$ cat src/rtl/paralelo_serial.sv
// Byte-to-bit serializer, MSB first, one bit per clk; a byte taken at boundary edge E shows D[7] after E+1.
// No internal buffering: readyEntrada pulses once per byte; after reset N_COM 0xBC commas precede any data.
module paralelo_serial #(
   parameter int N_COM = 4
) (
   input  logic       clk,
   input  logic       reset,
   input  logic [7:0] Entrada,
   input  logic       validEntrada,
   output logic       readyEntrada,
   output logic       Salida,
   output logic       activo
);

   typedef enum logic {INIT, RUN} state_t;

   localparam logic [7:0] COMMA     = 8'hBC;
   localparam logic [3:0] LAST_COMA = 4'(N_COM - 1);

   logic [2:0] cnt_q, cnt_d;
   logic [7:0] actual_q, actual_d;
   logic [3:0] coma_cnt_q, coma_cnt_d;
   state_t     state_q, state_d;
   logic       salida_q, salida_d;
   logic       activo_q, activo_d;
   logic       boundary;

   always_comb begin
      boundary     = (cnt_q == 3'd7);
      readyEntrada = boundary && ((state_q == RUN) || (coma_cnt_q == LAST_COMA));

      cnt_d      = cnt_q + 3'd1;
      salida_d   = actual_q[3'd7 - cnt_q];
      actual_d   = actual_q;
      coma_cnt_d = coma_cnt_q;
      state_d    = state_q;
      activo_d   = activo_q;

      // Idle boundaries load a comma so the line never carries a gap.
      if (readyEntrada) begin
         actual_d = validEntrada ? Entrada : COMMA;
         if (state_q == INIT) begin
            state_d  = RUN;
            activo_d = 1'b1;
         end
      end else if (boundary) begin
         actual_d   = COMMA;
         coma_cnt_d = coma_cnt_q + 4'd1;
      end
   end

   always_ff @(posedge clk) begin
      if (reset) begin
         cnt_q      <= 3'd0;
         actual_q   <= COMMA;
         coma_cnt_q <= 4'd0;
         state_q    <= INIT;
         salida_q   <= 1'b0;
         activo_q   <= 1'b0;
      end else begin
         cnt_q      <= cnt_d;
         actual_q   <= actual_d;
         coma_cnt_q <= coma_cnt_d;
         state_q    <= state_d;
         salida_q   <= salida_d;
         activo_q   <= activo_d;
      end
   end

   assign Salida = salida_q;
   assign activo = activo_q;

endmodule

$ cat config.mk
export PLATFORM = sky130hd
export DESIGN_NAME = paralelo_serial
export DESIGN_NICKNAME = d
export VERILOG_FILES = /design/src/rtl/paralelo_serial.sv
export SDC_FILE = /design/constraint.sdc
export NUM_CORES = 1
export LEC_CHECK = 0
export ABC_AREA = 0
export BUFFER_PORTS_ARGS = -buffer_cell sky130_fd_sc_hd__buf_2
export CAP_MARGIN = 10
export CORE_MARGIN = 2
export CORE_UTILIZATION = 30
export CTS_CLUSTER_DIAMETER = 60
export CTS_CLUSTER_SIZE = 14
export DETAILED_ROUTE_END_ITERATION = 8
export PLACE_DENSITY = 0.56
export SLEW_MARGIN = 30
export SYNTH_ARGS = -nofsm -noshare
export SYNTH_HDL_FRONTEND = slang
export SYNTH_SLANG_ARGS = --single-unit
$ cat constraint.sdc
create_clock -name clk -period 5.4 [get_ports clk]
set_input_delay 0.54 -clock clk [delete_from_list [all_inputs] [get_ports clk]]
set_output_delay 0.54 -clock clk [all_outputs]
set_load 0.02 [all_outputs]
# Yosys cells after proc, flatten, opt, wreduce, memory -nomap -nowiden
# Index checks and enable logic that the tools add are counted.
# totals
ff_bits,18
input_bits,11
word_cells,24
out_inout_bits,3
# op_classes
n_lt_le_gt_ge,1
n_reduce_logical,5
bitwise,2
n_eq_ne,2
muxes,5
n_addsub,3
# ops
cell,n
8-bit two-way mux,3
4-bit by 1-bit adder with 4-bit output (second input constant),1
4-bit by 2-bit == test with 1-bit output (second input constant),1
3-bit by 4-bit less-than comparator with 1-bit output (second input constant),1
2-bit AND reduction,2
3-bit by 1-bit adder with 3-bit output (second input constant),1
1-bit binary-select mux with 3-bit select,1
3-bit == test (second input constant),1
3-bit subtractor (first input constant),1
1-bit NOT,2
2-bit nonzero test,1
1-bit logical AND,1
1-bit logical OR,1
1-bit two-way mux,1

# Logic depth before layout (Yosys ltp)
# depth
ltp_word,5
mapped_depth,6
depth_no_buf,5

# Worst setup path after synthesis
# OpenSTA, ideal clock, no wires.
# synth_path
path_kind,reg2out
start,register cnt_q[0]
end,output port readyEntrada
required_ns,4.860
path_buffers,1
slack_ns,3.382
arrival_ns,1.478
path_stages_with_launch,6
path_cell_list,dfxtp_1 -> ha_1 -> ha_1 -> and2_1 -> buf_2 -> or2_2
# synth_via
elab_chain_len,2
# synth_rtl
item,line_no,text
"start, declared",20,"logic [2:0] cnt_q, cnt_d;"
"start signal, assigned",61,cnt_q <= cnt_d;
3-bit == test,29,boundary = (cnt_q == 3'd7);
1-bit logical AND,30,readyEntrada = boundary && ((state_q == RUN) || (coma_cnt_q == LAST_COMA));
"end, declared",10,"output logic readyEntrada,"
# Every way passes these cells.

# Worst setup path after layout
# Same ends and word-level chain as after synthesis.

==> impl_results.md <==
- Run status: finished, final reports clean
- Fin crit share: 51.13%
- Clk_lat worst skew: 0.29 ns
- Ys flop type: dfxtp_1
- Fin crit period: 2.761 ns
- Fraction of registers with async set/reset: 0%
- Post-CTS Setup Bufs: 0
- Hold path cells: 2
- HP Class: flip-flop to flip-flop
- Mapped Area: 860.8 sq um
- Power Dens Cells: 242.4 nW/um^2
- CP max FO: 14
- Clock buffer depth: 2
- Fmax achieved: 0.3622 GHz
- CORE AREA: 2734 sq um
- Post-synth EDFFs: 0
- Worst Skew: 0.002739 ns
- Synth Instances: 86
- First-pass GRT wire length: 2842 um
- Total grt overflow: 0
- Worst hold start: activo$_SDFFE_PP0P_
- Die H: 57.57 um
- Avg WL per Cell: 12.43 um
- Setup TNS: 0 ns
- Initial antenna violation count: 0
- Nets@finish: 114
- Post-cts resize count: 0
- Post-route ant nets: 0
- Worst Tran Pin Value: 0.6531 ns
- Hold_buf cts: 0
- Starting DRT DRC Count: 10
- Comb pwr share: 6.6%
- Reg power frac: 58.3%
- Kind of critical path: flip-flop to output port
- Average cell area after synthesis: 10.01 sq um
- Most common cell after layout, fill and taps aside: dfxtp_1
- Total track usage: 11.56%
- Crit path launch type: flip-flop
- Sequential element share of the synthesized area: 41.86%
- # DRC: 0
- FF-to-FF Start: cnt_q[0]$_SDFF_PP0_
- FF-to-FF setup slack: 3.25 ns
- Endpoints failing setup: 0
- Clock tree from TritonCTS: built
- Antenna diodes: 0
- Sw Share: 21.90%
- Via density: 4.885
- RSZ-0062 raised after global routing: false
- Sink Count: 18
- Final Hold Violating Endpoints: 0
- Number of max-cap violations: 0
- Starting Density: 31.49%
- Pint: 185.0 uW
- I/O pins: 14
- Critical path endpoint: readyEntrada
- Clock slew at reported path FFs: 0.10 ns
- Count of buffers from port buffering: 13
- Peak supply drop: 0.08402 mV
- Initial DRT Pass Iterations: 4
- Max Slew Vio Count: 0
- Num CTS Buffers: 3
- Vias post-DR: 635
- Syn_nets: 100
- Clk network pwr share: 35.0%
- Synthesis-to-finish area growth: 13.52%
- Static leakage: 0.0003635 uW
- CTS H-tree lvls: 1
- Die Area: 3314 sq um
- Post-place setup slack: 2.946 ns
- Worst rel slew slack: 56.39%
- Die X: 57.57 um
- Post-synth cell types: 28
- #FFs+latches synth: 18
- Crit path capture type: output port
- Largest net degree at the start of global routing: 22
- YS warnings: 0
- RR Endpoint: coma_cnt_q[0]$_SDFFE_PP0P_
- NetSw: 51.86 uW
- Reg2Reg Depth: 5
- Post-Route WL: 1616 um
- Critical path launch point: cnt_q[0]$_SDFF_PP0_
- Required @ worst endpoint: 4.86 ns
- Critical Path AT: 2.22 ns
- Layout cell share with drive strength beyond 1: 29.29%
- Clock tree root driver cell: clkbuf_4
- Most frequent cells in the layout: dfxtp_1 (18), buf_2 (13), nor2b_1 (9)
- Layout fillers: 298
- Std-Cell Rows: 19
- Slack of the critical path: 2.639 ns
- Vias in the first global route: 629
- GP Congestion: 0.6651
-- routing by layer --
layer / global-route usage, % / routed length, um
met1: 13.57 / 707
met2: 18.99 / 830
met3: 2.041 / 41
met4: 7.973 / 36
met5: 0 / 0
-- state kept, by name, summed over array words and instances (netlist names) --
register / flops
activo: 1
coma_cnt_q: 4
Salida: 1
state_q: 1
cnt_q: 3
actual_q: 8
-- power by group through the flow --
stage / combinational, uW / clock (uW) / sequential, uW
floorplan: 8.75 / 0 / 142
global placement: 16.0 / 0 / 141
detailed placement: 16.0 / 0 / 141
CTS: 16.2 / 87.2 / 138
global route: 18.2 / 93.7 / 139
finish: 15.7 / 82.9 / 138
-- area by class of cell --
cell class,instances,area [sq um],area share (%)
flip-flops and latches,18,360.3,36.88
multi-input cells,63,473.0,48.40
inverters,1,3.754,0.3841
clock buffers,4,36.28,3.713
repair buffers,13,65.06,6.658
well taps,31,38.79,3.969
-- how the worst min path moves through the flow --
stage | end | slack [ns]
after floorplan | actual_q[1]$_SDFFE_PP0P_ | 0.45
after global placement | activo$_SDFFE_PP0P_ | 0.45
after detailed placement | activo$_SDFFE_PP0P_ | 0.45
after CTS | activo$_SDFFE_PP0P_ | 0.48
after global routing | actual_q[6]$_SDFFE_PP0P_ | 0.50
final | activo$_SDFFE_PP0P_ | 0.47
-- critical path, stage by stage, from the launching register on --
cell and delay, ns:
dfxtp_1 0.47, ha_1 0.19, ha_1 0.30, nor4bb_4 0.60, or2_2 0.21, buf_2 0.15
-- cell usage after synthesis, types with 2 or more instances --
library cell,n,area (sq um)
dfxtp_1,18,360.4
nor2b_1,9,56.30
nor2_1,7,26.28
or2_2,6,37.54
a21o_1,5,37.54
a21oi_1,5,25.02
nand2b_1,5,31.28
ha_1,3,37.54
o211ai_1,3,22.52
o21ai_1,3,15.01
clkbuf_1,2,7.510
mux2i_1,2,20.02
mux4_2,2,45.04
o21ai_0,2,10.01
-- cell families after synthesis --
kind of cell / share of synthesized area, %
and+or+nand+nor: 26.74
AOI/OAI and AO/OA: 13.66
DFF: 41.86
muxes: 10.17
buffers and inverters: 3.197
adders and majority gates: 4.361
-- metrics by stage --
step                      cell area, sq um  std cells  hold WS (ns)  util, %  power, uW
after floorplan                      860.8         86        0.4468        -      150.5
after global placement               940.9        126        0.4518    34.42      157.0
after detailed placement             940.9        126        0.4544    34.42      157.4
after CTS                            977.2        130        0.4827    35.74      241.7
after global routing                 977.2        130        0.4981    35.74      250.9
final                                977.2        130        0.4710    35.74      236.8
No activity file was read; power rests on OpenSTA's default activity.
